**src/rtl/cond_pkg.sv**
```systemverilog
// Shared types for the conditional-execution pipeline: condition codes,
// flag bit positions and IT-block FSM states.
package cond_pkg;

  typedef enum logic [3:0] {
    EQ = 4'd0,  NE = 4'd1,  CS = 4'd2,  CC = 4'd3,
    MI = 4'd4,  PL = 4'd5,  VS = 4'd6,  VC = 4'd7,
    HI = 4'd8,  LS = 4'd9,  GE = 4'd10, LT = 4'd11,
    GT = 4'd12, LE = 4'd13, AL = 4'd14, NV = 4'd15
  } cond_e;

  localparam int FLAG_N = 3;
  localparam int FLAG_Z = 2;
  localparam int FLAG_C = 1;
  localparam int FLAG_V = 0;

  typedef enum logic {IT_IDLE = 1'b0, IT_ACTIVE = 1'b1} it_state_e;

endpackage

```
**src/rtl/cond_check.sv**
```systemverilog
// Combinational ARM condition-code evaluator against a {N,Z,C,V} flag word.
module cond_check
  import cond_pkg::*;
(
  input  cond_e      i_cond,
  input  logic [3:0] i_flags,
  output logic       o_pass
);

  logic w_n, w_z, w_c, w_v;

  assign w_n = i_flags[FLAG_N];
  assign w_z = i_flags[FLAG_Z];
  assign w_c = i_flags[FLAG_C];
  assign w_v = i_flags[FLAG_V];

  always_comb begin
    o_pass = 1'b0;
    case (i_cond)
      EQ: o_pass = w_z;
      NE: o_pass = ~w_z;
      CS: o_pass = w_c;
      CC: o_pass = ~w_c;
      MI: o_pass = w_n;
      PL: o_pass = ~w_n;
      VS: o_pass = w_v;
      VC: o_pass = ~w_v;
      HI: o_pass = w_c & ~w_z;
      LS: o_pass = ~w_c | w_z;
      GE: o_pass = (w_n == w_v);
      LT: o_pass = (w_n != w_v);
      GT: o_pass = ~w_z & (w_n == w_v);
      LE: o_pass = w_z | (w_n != w_v);
      AL: o_pass = 1'b1;
      NV: o_pass = 1'b0;
      default: o_pass = 1'b0;
    endcase
  end

endmodule

```
**src/rtl/cond_logic_pipe.sv**
```systemverilog
// Pipelined conditional-execution unit: grouped NZCV register, write gating,
// IT-block predication FSM. Define COND_SQUASH_CNT_EN to build the squash counter.
module cond_logic_pipe
  import cond_pkg::*;
#(
  parameter int FLAG_GROUPS = 2,
  parameter int IT_DEPTH    = 4,
  parameter int LEN_W       = $clog2(IT_DEPTH + 1)
) (
  input  logic                   clk,
  input  logic                   reset,
  input  logic                   valid,
  input  logic                   stall,
  input  logic                   flush,
  input  logic [3:0]             cond,
  input  logic [3:0]             alu_flags,
  input  logic [FLAG_GROUPS-1:0] flag_w,
  input  logic                   pcs,
  input  logic                   reg_w,
  input  logic                   mem_w,
  input  logic                   it_start,
  input  logic [3:0]             it_cond,
  input  logic [LEN_W-1:0]       it_len,
  input  logic [IT_DEPTH-1:0]    it_then,
  output logic                   pc_src,
  output logic                   reg_write,
  output logic                   mem_write,
  output logic                   cond_ex,
  output logic [3:0]             flags,
  output logic                   it_active,
  output logic [LEN_W-1:0]       it_remaining,
  output logic [31:0]            squash_count
);

  localparam int GW = 4 / FLAG_GROUPS;

  it_state_e            r_state, w_state_nxt;
  logic [LEN_W-1:0]     r_it_len, r_it_rem, w_len_nxt, w_rem_nxt;
  logic [LEN_W-1:0]     w_slot, w_len_clamp;
  logic [3:0]           r_it_cond, w_itc_nxt;
  logic [IT_DEPTH-1:0]  r_it_then, w_itt_nxt;
  logic [3:0]           r_flags;
  logic                 w_commit, w_then_bit, w_pass;
  cond_e                w_eff_cond;

  assign w_commit    = valid & ~stall & ~flush;
  assign w_len_clamp = (it_len > LEN_W'(IT_DEPTH)) ? LEN_W'(IT_DEPTH) : it_len;

  // Inside an IT block the slot's then/else bit selects it_cond or its inverse.
  always_comb begin
    w_slot     = r_it_len - r_it_rem;
    w_then_bit = 1'b0;
    for (int k = 0; k < IT_DEPTH; k++)
      if (w_slot == LEN_W'(k)) w_then_bit = r_it_then[k];
    if (r_state == IT_ACTIVE)
      w_eff_cond = cond_e'(w_then_bit ? r_it_cond : {r_it_cond[3:1], ~r_it_cond[0]});
    else
      w_eff_cond = cond_e'(cond);
  end

  cond_check u_check (
    .i_cond  (w_eff_cond),
    .i_flags (r_flags),
    .o_pass  (w_pass)
  );

  assign cond_ex   = w_commit & w_pass;
  assign pc_src    = pcs   & cond_ex;
  assign reg_write = reg_w & cond_ex;
  assign mem_write = mem_w & cond_ex;
  assign flags     = r_flags;

  always_ff @(posedge clk or posedge reset) begin
    if (reset) begin
      r_flags <= '0;
    end else begin
      for (int g = 0; g < FLAG_GROUPS; g++)
        if (cond_ex & flag_w[g]) r_flags[g*GW +: GW] <= alu_flags[g*GW +: GW];
    end
  end

  // IT FSM: state register
  always_ff @(posedge clk or posedge reset) begin
    if (reset) begin
      r_state   <= IT_IDLE;
      r_it_len  <= '0;
      r_it_rem  <= '0;
      r_it_cond <= '0;
      r_it_then <= '0;
    end else begin
      r_state   <= w_state_nxt;
      r_it_len  <= w_len_nxt;
      r_it_rem  <= w_rem_nxt;
      r_it_cond <= w_itc_nxt;
      r_it_then <= w_itt_nxt;
    end
  end

  // IT FSM: next state. Flush beats slot consumption; a taken branch ends the block.
  always_comb begin
    w_state_nxt = r_state;
    w_len_nxt   = r_it_len;
    w_rem_nxt   = r_it_rem;
    w_itc_nxt   = r_it_cond;
    w_itt_nxt   = r_it_then;
    case (r_state)
      IT_IDLE: begin
        if (cond_ex & it_start & (it_len != '0)) begin
          w_state_nxt = IT_ACTIVE;
          w_len_nxt   = w_len_clamp;
          w_rem_nxt   = w_len_clamp;
          w_itc_nxt   = it_cond;
          w_itt_nxt   = it_then;
        end
      end
      IT_ACTIVE: begin
        if (flush) begin
          w_state_nxt = IT_IDLE;
          w_rem_nxt   = '0;
        end else if (w_commit) begin
          if ((r_it_rem == LEN_W'(1)) || (pcs & cond_ex)) begin
            w_state_nxt = IT_IDLE;
            w_rem_nxt   = '0;
          end else begin
            w_rem_nxt   = r_it_rem - LEN_W'(1);
          end
        end
      end
      default: w_state_nxt = IT_IDLE;
    endcase
  end

  // IT FSM: outputs
  always_comb begin
    it_active    = (r_state == IT_ACTIVE);
    it_remaining = r_it_rem;
  end

`ifdef COND_SQUASH_CNT_EN
  logic [31:0] r_squash;

  always_ff @(posedge clk or posedge reset) begin
    if (reset)
      r_squash <= '0;
    else if (w_commit & ~w_pass & ~(&r_squash))
      r_squash <= r_squash + 32'd1;
  end

  assign squash_count = r_squash;
`else
  assign squash_count = '0;
`endif

endmodule

```
**config.mk**
```make
export PLATFORM = sky130hd
export DESIGN_NAME = cond_logic_pipe
export DESIGN_NICKNAME = d
export VERILOG_FILES = /design/src/rtl/cond_pkg.sv /design/src/rtl/cond_check.sv /design/src/rtl/cond_logic_pipe.sv
export SDC_FILE = /design/constraint.sdc
export NUM_CORES = 1
export LEC_CHECK = 0
export CAP_MARGIN = 20
export CORE_ASPECT_RATIO = 0.9
export CORE_MARGIN = 2
export CORE_UTILIZATION = 37
export CTS_BUF_LIST = sky130_fd_sc_hd__clkbuf_4 sky130_fd_sc_hd__clkbuf_8 sky130_fd_sc_hd__clkbuf_16
export DETAILED_ROUTE_END_ITERATION = 10
export GPL_ROUTABILITY_DRIVEN = 0
export PLACE_DENSITY_LB_ADDON = 0.12
export SYNTH_ARGS = -nofsm -noshare
export SYNTH_HDL_FRONTEND = slang
export SYNTH_HIERARCHICAL = 1
export SYNTH_SLANG_ARGS = --single-unit
```
**constraint.sdc**
```tcl
create_clock -name clk -period 4 [get_ports clk]
set_input_delay 0.4 -clock clk [delete_from_list [all_inputs] [get_ports clk]]
set_output_delay 0.4 -clock clk [all_outputs]
set_load 0.01 [all_outputs]
```
==> reports/results.tsv <==
stage	metric	value	unit
synth	synth_cell_types	44	
place	io_buffers	41	
global_route	antenna_found_initial	0	
critical_path	crit_path_top_delay_cell	fa_1	
critical_path	critical_path_depth	16	
clock_tree	ctsHoldBuffers	0	
route	ant_nets	0	
layout	utilization	52.9	%
die	die_area	4650	sq um
clock_tree	cts_sinks	19	
die	fp.coreArea	4020	sq um
critical_path	r2r_slack	0.06	ns
timing	fin_ws	-0.0529	ns
flow_run	cap_violations	0	
global_route	grt_max_degree	20	
route	vias_per_cell	4.65	
synth	ys_ff_latch	19	
critical_path	reg2regPathDepth	17	
place	postPlaceCellArea	1940	sq um
synth	synth-edff-count	0	
synth	synth_warnings	6	
synth	synth.cell_area	1520	sq um
place	place_ws	-0.259	ns
die	die_w	71.7	um
critical_path	worst_setup_path_start_kind	register	
hold_path	holdPathStages	1	
power	p_leak	0.997	nW
die	std_cell_rows	22	
power	power_density	529	nW/um^2
place	dp_hpwl	2.55	mm
critical_path	critical_path_class	register to output port	
critical_path	critPathBufInv	3	
timing	slew_headroom	49.4	%
outcome	status	finished with violations	
power	ir_worst_vdd	288	uV
timing	fin_crit	4.05	ns
critical_path	critical_path.cell_chain	ha_2 -> fa_1 -> mux4_2 -> nand2_2 -> xor2_1 -> mux2_4 -> buf_6 -> xor2_1 -> a21oi_1 -> nor3_1 -> a311oi_1 -> o22ai_2 -> nand4bb_4 -> inv_4 -> and2_4 -> buf_6	
critical_path	crit_fanout	6	
global_route	grt_pass1_vias	1113	
synth	synthCells	147	
die	boundaryPins	74	
clock_tree	numCtsBuffers	3	
critical_path	end_kind	output port	
clock_tree	cts_root_buffer	clkbuf_8	
global_route	grt_usage	14.3	%
global_route	overflow	0	
critical_path	cpPeakStageDelay	0.50	ns
critical_path	critical_path_required	3.60	ns
timing	fmax	247	MHz
global_route	grt_pass1_wl	5.10	mm
synth	async_flop_share	100	%
layout	design_area	2130	sq um
route	route.detailed.wl_per_inst	13.0	um
timing	hold_viol_final	0	
critical_path	crit_arrival	3.65	ns
layout	antennaDiodeCount	0	
clock_tree	clk_pin_slew	0.09	ns
layout	fillers	356	
clock_tree	worstSkewPairLatency	0.27	ns
critical_path	regToRegStartpoint	it_remaining[0]	
hold_path	min_to	r_it_cond[2]	
critical_path	cpLargestDelayFamily	multiplexers	
layout	area_growth	39.6	%
synth	ys.flop_type	dfrtp_1	
synth	syn_avg_cell_area	10.4	sq um
route	drc	0	
timing	skew	0.0138	ns
layout	layout.nets	237	
layout	drive_gt1_share	29.7	%
timing	tns	-0.181	ns
timing	worst_slew_pin_slew	0.758	ns
timing	setup_viol	4	
route	drt_first_pass_iters	4	
outcome	violations	setup timing	
clock_tree	cts_buffer_depth	2	
critical_path	rr_endpoint	r_it_then[3]	
route	vias	1162	
timing	rsz0062_at_grt	true	
power	total_power	1.12	mW
route	wl	3.26	mm
die	initial_utilization	37.9	%
synth	ys_seq_area_share	31.2	%
hold_path	hp-class	register to register	
hold_path	worstHoldStart	r_it_cond[2]	
timing	timing.final.crit_share	101	%
clock_tree	cts_tree	yes	
route	drt-initial-drc-count	21	
die	fp.dieH	64.9	um
timing	slew_viol_final	0	
clock_tree	cts_max_level	1	
-- synth_stat cells (all sizes together), types with 2 or more instances --
master  number  area [sq um]
buf         35           270
nand2b       4          25.0
mux2i        2          20.0
ha           3          37.5
nor3         2          21.3
a21o         2          16.3
xor2         4          35.0
a21oi        3          15.0
inv         12          45.1
nand2        6          22.5
dfrtp       19           475
nor2b        2          12.5
nand3b       2          15.0
mux2        17           195
a22o         2          17.5
nor2         4          15.0
o21ai        5          25.0
and2         2          12.5
-- report_power, final --
group	leakage (nW)	switching, mW	internal, mW
clock	0.0217	0.0743	0.0703
combinational	0.739	0.244	0.377
sequential	0.237	0.0768	0.281
total	0.997	0.395	0.729
-- logic make-up after synthesis --
group | after synthesis | share of synthesized area (%)
mux | 20 | 15.6
buf+inv | 48 | 20.9
other cells | 1 | 0.246
fa+ha+maj | 4 | 3.78
xor+xnor | 6 | 4.35
compound gates | 24 | 12.8
simple gates | 25 | 11.1
flops | 19 | 31.2
-- worst max-delay path by stage --
stage | startpoint | endpoint | slack (ns)
6_report | it_remaining[0] | mem_write | -0.05
5_1_grt | r_it_len[0] | reg_write | -0.20
4_1_cts | it_remaining[0] | reg_write | -0.1
3_5_place_dp | it_remaining[0] | pc_src | -0.26
3_3_place_gp | it_remaining[0] | pc_src | -0.17
2_1_floorplan | it_remaining[0] | r_it_cond[0] | 0.03
-- repair_timing --
item / in CTS / in global routing
buffers inserted: 5 / 1
setup endpoints to repair: 15 / 23
hold endpoints to repair: 0 / 0
pin swaps: 14 / 5
resized for setup: 43 / 9
-- layer usage --
| metal | part of all wire [%] | track usage (%) | vias to the layer above | wire, um |
|---|---|---|---|---|
| met4 | 1.7 | 4.72 | 0 | 55 |
| met3 | 5.8 | 4.20 | 5 | 190 |
| li1 | - | - | 548 | - |
| met1 | 44 | 18.2 | 560 | 1440 |
| met2 | 48 | 23.3 | 49 | 1580 |
| met5 | 0 | 0 | - | 0 |
-- per-stage QoR --
| stage | instances | hold WS, ns |
|---|---|---|
| after floorplan | 178 | 0.351 |
| after global placement | 242 | 0.486 |
| after detailed placement | 242 | 0.496 |
| after CTS | 249 | 0.518 |
| after global routing | 250 | 0.535 |
| final | 250 | 0.512 |
-- cell usage in the layout, fill, tap and decap left out, types with 3 or more instances in the layout --
cell,synthesis,layout
nor2_1,4,4
a21oi_1,3,3
buf_6,2,10
mux2_2,16,4
conb_1,1,32
mux2_4,1,13
inv_1,10,9
clkdlybuf4s50_1,0,37
xor2_1,4,4
buf_4,33,7
clkbuf_8,0,3
dfrtp_1,19,19
o21ai_0,5,4
nand2b_1,4,4
-- sequential cells by signal, summed over array words and instances (netlist names) --
| register | count |
|---|---|
| r_it_then | 4 |
| it_remaining | 3 |
| r_it_len | 3 |
| flags | 4 |
| it_active | 1 |
| r_it_cond | 4 |
-- cell type report --
class                   count  area [sq um]  area share [%]
clock buffers               3          41.3            1.94
repair buffers             56           561            26.4
well taps                  48          60.1            2.82
clock inverters             1          7.51           0.353
inverters                  12          47.5            2.24
multi-input cells         111           935            43.9
flip-flops and latches     19           475            22.4
(Power assumes the default switching activity.)
